[config.mk]
export PLATFORM = sky130hd
export DESIGN_NAME = risc_sequencer
export DESIGN_NICKNAME = d
export VERILOG_FILES = /design/src/rtl/risc_sequencer.sv
export SDC_FILE = /design/constraint.sdc
export NUM_CORES = 1
export LEC_CHECK = 0
export ABC_CLOCK_PERIOD_IN_PS = 3350
export CAP_MARGIN = 20
export CORE_MARGIN = 2
export CORE_UTILIZATION = 25
export CTS_BUF_LIST = sky130_fd_sc_hd__clkbuf_4 sky130_fd_sc_hd__clkbuf_8 sky130_fd_sc_hd__clkbuf_16
export DETAILED_ROUTE_END_ITERATION = 8
export GPL_ROUTABILITY_DRIVEN = 0
export PLACE_DENSITY = 0.51
export SLEW_MARGIN = 30
export SYNTH_ARGS = -nofsm -noshare
export SYNTH_HDL_FRONTEND = slang
export SYNTH_SLANG_ARGS = --single-unit
[constraint.sdc]
create_clock -name clk -period 3.35 [get_ports clk]
set_input_delay 0.67 -clock clk [delete_from_list [all_inputs] [get_ports clk]]
set_output_delay 0.67 -clock clk [all_outputs]
set_load 0.1 [all_outputs]
[src/rtl/risc_sequencer.sv]
// Multi-cycle control sequencer for a small RISC core: fetches instructions
// over a request/acknowledge memory port, decodes them and steps the datapath
// through memory, ALU and register-file write phases until a halt.
module risc_sequencer #(
  parameter int WIDTH    = 32,
  parameter int ADDRSIZE = 12
) (
  input  logic                clk,
  input  logic                reset,
  input  logic                run,
  output logic                mem_req,
  output logic                mem_we,
  output logic [ADDRSIZE-1:0] mem_addr,
  output logic [WIDTH-1:0]    mem_wdata,
  input  logic [WIDTH-1:0]    mem_rdata,
  input  logic                mem_ack,
  input  logic [WIDTH-1:0]    src_operand,
  input  logic [WIDTH-1:0]    alu_result,
  input  logic [4:0]          psr,
  output logic                alu_go,
  output logic                rf_we,
  output logic [3:0]          rf_waddr,
  output logic [WIDTH-1:0]    rf_wdata,
  output logic [WIDTH-1:0]    ir,
  output logic [ADDRSIZE-1:0] pc,
  output logic                halted,
  output logic                illegal
);

  typedef enum logic [2:0] {IDLE, FETCH, DECODE, MEM, EXEC, WRITE, HALT} state_t;

  localparam logic [3:0] OP_NOP = 4'h0;
  localparam logic [3:0] OP_BRA = 4'h1;
  localparam logic [3:0] OP_LD  = 4'h2;
  localparam logic [3:0] OP_STR = 4'h3;
  localparam logic [3:0] OP_ADD = 4'h4;
  localparam logic [3:0] OP_MUL = 4'h5;
  localparam logic [3:0] OP_CMP = 4'h6;
  localparam logic [3:0] OP_SHF = 4'h7;
  localparam logic [3:0] OP_ROT = 4'h8;
  localparam logic [3:0] OP_HLT = 4'h9;
  localparam logic [3:0] OP_SUB = 4'hA;
  localparam logic [3:0] OP_AND = 4'hB;

  state_t              state_q, state_d;
  logic [ADDRSIZE-1:0] pc_q, pc_d;
  logic [WIDTH-1:0]    ir_q, ir_d;
  logic [WIDTH-1:0]    data_q, data_d;
  logic                aluFirst_q, aluFirst_d;

  logic [3:0]          opcode;
  logic                srcType;
  logic                dstType;
  logic [3:0]          ccode;
  logic [11:0]         srcField;
  logic [11:0]         dstField;
  logic                branchTaken;
  logic [WIDTH-1:0]    aluHeld;
  state_t              nextState;

  assign opcode   = ir_q[31:28];
  assign srcType  = ir_q[27];
  assign dstType  = ir_q[26];
  assign ccode    = ir_q[27:24];
  assign srcField = ir_q[23:12];
  assign dstField = ir_q[11:0];
  assign ir       = ir_q;
  assign pc       = pc_q;

  // Where an instruction goes once it finishes: keep fetching while run is high.
  assign nextState = run ? FETCH : IDLE;

  // The ALU result is taken live on the first WRITE cycle and then held, so a
  // memory write presents stable data for the whole handshake.
  assign aluHeld = aluFirst_q ? alu_result : data_q;

  // Branch condition: always, one of the five status flags, or never.
  always_comb begin
    branchTaken = 1'b0;
    case (ccode)
      4'd0:    branchTaken = 1'b1;
      4'd1:    branchTaken = psr[0];
      4'd2:    branchTaken = psr[1];
      4'd3:    branchTaken = psr[2];
      4'd4:    branchTaken = psr[3];
      4'd5:    branchTaken = psr[4];
      default: branchTaken = 1'b0;
    endcase
  end

  // Next-state and output decode; every output defaults low so IDLE and HALT
  // never issue requests or write strobes.
  always_comb begin
    state_d    = state_q;
    pc_d       = pc_q;
    ir_d       = ir_q;
    data_d     = data_q;
    aluFirst_d = 1'b0;
    mem_req    = 1'b0;
    mem_we     = 1'b0;
    mem_addr   = '0;
    mem_wdata  = '0;
    alu_go     = 1'b0;
    rf_we      = 1'b0;
    rf_waddr   = '0;
    rf_wdata   = '0;
    halted     = 1'b0;
    illegal    = 1'b0;
    case (state_q)
      IDLE: begin
        if (run) state_d = FETCH;
      end
      FETCH: begin
        mem_req  = 1'b1;
        mem_addr = pc_q;
        if (mem_ack) begin
          ir_d    = mem_rdata;
          pc_d    = pc_q + ADDRSIZE'(1);
          state_d = DECODE;
        end
      end
      DECODE: begin
        state_d = nextState;
        case (opcode)
          OP_NOP: ;
          OP_BRA: if (branchTaken) pc_d = ADDRSIZE'(dstField);
          OP_LD: begin
            if (srcType) begin
              rf_we    = 1'b1;
              rf_waddr = dstField[3:0];
              rf_wdata = WIDTH'(srcField);
            end else begin
              state_d = MEM;
            end
          end
          OP_STR: state_d = MEM;
          OP_HLT: state_d = HALT;
          OP_ADD, OP_MUL, OP_CMP, OP_SHF, OP_ROT, OP_SUB, OP_AND: state_d = EXEC;
          default: illegal = 1'b1;
        endcase
      end
      MEM: begin
        mem_req = 1'b1;
        if (opcode == OP_LD) begin
          mem_addr = ADDRSIZE'(srcField);
          if (mem_ack) begin
            data_d  = mem_rdata;
            state_d = WRITE;
          end
        end else begin
          mem_we    = 1'b1;
          mem_addr  = ADDRSIZE'(dstField);
          mem_wdata = src_operand;
          if (mem_ack) state_d = nextState;
        end
      end
      EXEC: begin
        alu_go     = 1'b1;
        aluFirst_d = 1'b1;
        state_d    = WRITE;
      end
      WRITE: begin
        if (opcode == OP_LD) begin
          rf_we    = 1'b1;
          rf_waddr = dstField[3:0];
          rf_wdata = data_q;
          state_d  = nextState;
        end else begin
          data_d = aluHeld;
          if (!dstType) begin
            rf_we    = 1'b1;
            rf_waddr = dstField[3:0];
            rf_wdata = aluHeld;
            state_d  = nextState;
          end else begin
            mem_req   = 1'b1;
            mem_we    = 1'b1;
            mem_addr  = ADDRSIZE'(dstField);
            mem_wdata = aluHeld;
            if (mem_ack) state_d = nextState;
          end
        end
      end
      HALT: begin
        halted = 1'b1;
      end
      default: state_d = IDLE;
    endcase
  end

  // State, program counter and instruction registers with asynchronous clear.
  always_ff @(posedge clk or negedge reset) begin
    if (!reset) begin
      state_q    <= IDLE;
      pc_q       <= '0;
      ir_q       <= '0;
      data_q     <= '0;
      aluFirst_q <= 1'b0;
    end else begin
      state_q    <= state_d;
      pc_q       <= pc_d;
      ir_q       <= ir_d;
      data_q     <= data_d;
      aluFirst_q <= aluFirst_d;
    end
  end

endmodule

==> impl_metrics.ini <==
[routing]
detail_route.wl_per_cell_um = 21.04
post-route-drc-count = 0
drt_pre_antenna_iters = 6
dr_total_vias = 5916
totalWireLength_um = 24320
detail_route.vias_per_cell = 5.118
ant_nets = 0
dr.first_iter.drc_count = 481

[sta]
worst_clock_skew_ns = 0.005296
drv_slew = 0
clock.fmax_ghz = 0.3160
final.min_clock_period_ns = 3.164
setup_tns_ns = 0
grt_setup_unrepaired = no
worst-slew-pin-transition_ns = 0.7624
portion_of_the_clock_cycle_consumed_by_the_worst_path_in_the_final_layout_pct = 94.45
timing_hold_violations_final = 0
finalSetupViolCount = 0
final_critical_path_setup_slack_ns = 0.1859
worst_slew_margin_rel_pct = 49.17

[synth]
synth_seq_cells = 80
synth_async_sr_flop_share_pct = 100.0
synth.yosys.warnings = 0
syn_inst = 662
synth_enable_flop_cells = 0
yosysSeqAreaShare_pct = 37.30
dominantRegCellSynth = dfrtp_1
syn_avg_cell_area_um2 = 8.106
synth.distinct_cells = 58
post_synthesis_cell_area_mm2 = 0.005366
mappedNetlistNets = 771

[critical_path]
type_of_element_launching_the_critical_path = flop
cp-end-kind = output pin
worst-setup-path-type = reg2out
critical_path_peak_fanout = 13
worst-endpoint-required_ns = 2.68
worst_ep_arrival_time_ns = 2.49

[power_and_ir_drop]
clock_network_fraction_of_design_power_pct = 10.2
seqPwrFrac_pct = 21.1
irDropWorstVdd_v = 0.0006585
fin_total_pwr_mw = 10.26
power.net_switching_mw = 6.114
pwr_density_cell_mw_per_mm2 = 1112
sw_frac_of_total_pct = 59.56
p_leak_nw = 4.070
power.share.combinational_pct = 68.7
cell_int_power_mw = 4.150

[cts]
root_buffer = clkbuf_16
clock_transition_at_the_registers_of_the_reported_paths_ns = 0.06
clock_insertion_delay_worst_skew_ns = 0.35
h-tree-depth = 3
post_cts_buffers = 0
clock_tree.buffer_depth = 2
number_of_clock_sinks = 80
tritoncts = done
cts-buffers-inserted = 9

[final_layout]
final-instance-count-excl-fill = 1156
number_of_nets_in_the_finished_design = 985
final_layout_size_suffix_gt1_share_pct = 27.70
layout.cells.most_common_list = nand2_1, clkdlybuf4s50_1, buf_12
utilization_pct = 43.92
antennaDiodeCount = 0
layout.cells.most_common = nand2_1
areaGrowthSynthToFinish_pct = 72.04

[flow_run]
max_capacitance_violation_count = 0

[placement]
placed_cells_incl_taps = 1140
place.port_buffers = 234
place_ws_ns = 0.3765
hpwl_after_detailed_placement_um = 18440

[die]
die_height_um = 150.5
design.die.area_mm2 = 0.02265
die-width_um = 150.5
placement_rows = 53
core_mm2 = 0.02102
floorplan.initialDensity_pct = 25.53
floorplan.io_pins = 235

[global_route]
gr-total-overflow = 0
grt_start_max_net_pins = 57
grt_first_pass_wirelength_um = 36580
grt_antenna_before_repair = 0
first_global_vias = 5708
groute.usage.overall_pct = 21.65

[worst_hold_path]
worst_hold_path_type = in2async

[run_status]
outcome = finished clean
-- layer usage --
metal / global-route usage [%] / vias to the layer above / share of wire (%)
li1: - / 2815 / -
met1: 30.42 / 2847 / 43
met2: 33.32 / 229 / 48
met3: 4.879 / 25 / 6.9
met4: 6.085 / 0 / 1.8
met5: 0 / - / 0
-- stage by stage --
| stage | hold slack, ns | area, um^2 |
|---|---|---|
| after floorplan | 0.3744 | 5545 |
| after global placement | 0.5368 | 8909 |
| after detailed placement | 0.5425 | 8914 |
| after CTS | 0.4177 | 9221 |
| after global routing | 0.4515 | 9233 |
| final | 0.3802 | 9233 |
-- power by group through the flow --
stage	logic (mW)	registers, mW	clock network (mW)
2_1_floorplan	3.40	3.58	0
3_3_place_gp	7.06	2.21	0
3_5_place_dp	7.08	2.18	0
4_1_cts	7.09	2.17	1.07
5_1_grt	7.41	2.25	1.11
6_report	7.05	2.17	1.04
-- cell type report --
type / count / area [um^2]
inverters: 31 / 116.4
clock buffers: 11 / 252.7
well taps: 275 / 344.1
flip-flops and latches: 80 / 2007
repair buffers: 256 / 3243
clock inverters: 5 / 53.80
fillers: 1989 / 11790
multi-input cells: 498 / 3216
-- timing repair --
action | CTS | global route
resized for setup | 1 | 4
endpoints found under the setup margin | 1 | 26
pin swaps | 1 | 1
hold buffers | 0 | 0
endpoints found under the hold margin | 0 | 0
-- cell usage after synthesis (4+ instances only) --
master	count	share of area, %
a211o_1	7	1.1
o21ai_1	10	0.93
nand3_1	6	0.56
o22ai_1	12	1.4
a22o_1	33	5.4
dfrtp_1	80	37
mux2i_1	27	5.0
and3_1	10	1.2
buf_2	15	1.4
ha_1	4	0.93
buf_1	5	0.35
nor2_1	75	5.2
nand2_1	112	7.8
clkbuf_1	30	2.1
and2_1	9	1.0
nor2b_1	16	1.9
a222oi_1	24	4.5
inv_1	31	2.2
a2bb2oi_1	10	1.6
a21oi_1	82	7.6
nand4_1	5	0.58
o21ai_0	9	0.84
-- worst max-delay path, cell delays in order, from the launching register on --
cell and delay (ns):
dfrtp_2 0.41, inv_1 0.11, ha_2 0.27, nand3b_4 0.15
and2_1 0.22, a21o_4 0.29, a222oi_1 0.42, inv_2 0.09
buf_12 0.18
-- worst paths after layout --
path	slack (ns)	to	startpoint	cells after the start
setup / recovery	0.19	mem_addr[2]	ir[30]	8
hold / removal	0.38	data_q[8]	reset	1
setup reg to reg	0.85	data_q[10]	ir[30]	9
hold reg to reg	0.56	ir[4]	ir[4]	2
max in group asynchronous	2.24	pc[4]	reset	2
min in group clk	0.56	ir[4]	ir[4]	2
-- registers in the layout, indices dropped and copies added (netlist names) --
register / cells
ir: 32
data_q: 32
state_q: 3
pc: 12
aluFirst_q: 1
-- logic make-up after synthesis --
kind of cell	synth area share [%]
AOI/OAI and AO/OA	27.75
xor gates and xnor gates	0.1632
adders and majority gates	0.9327
buffers and inverters	6.575
DFF	37.30
muxes	5.036
and+or+nand+nor	22.24
No activity file was read; power rests on OpenSTA's default activity.
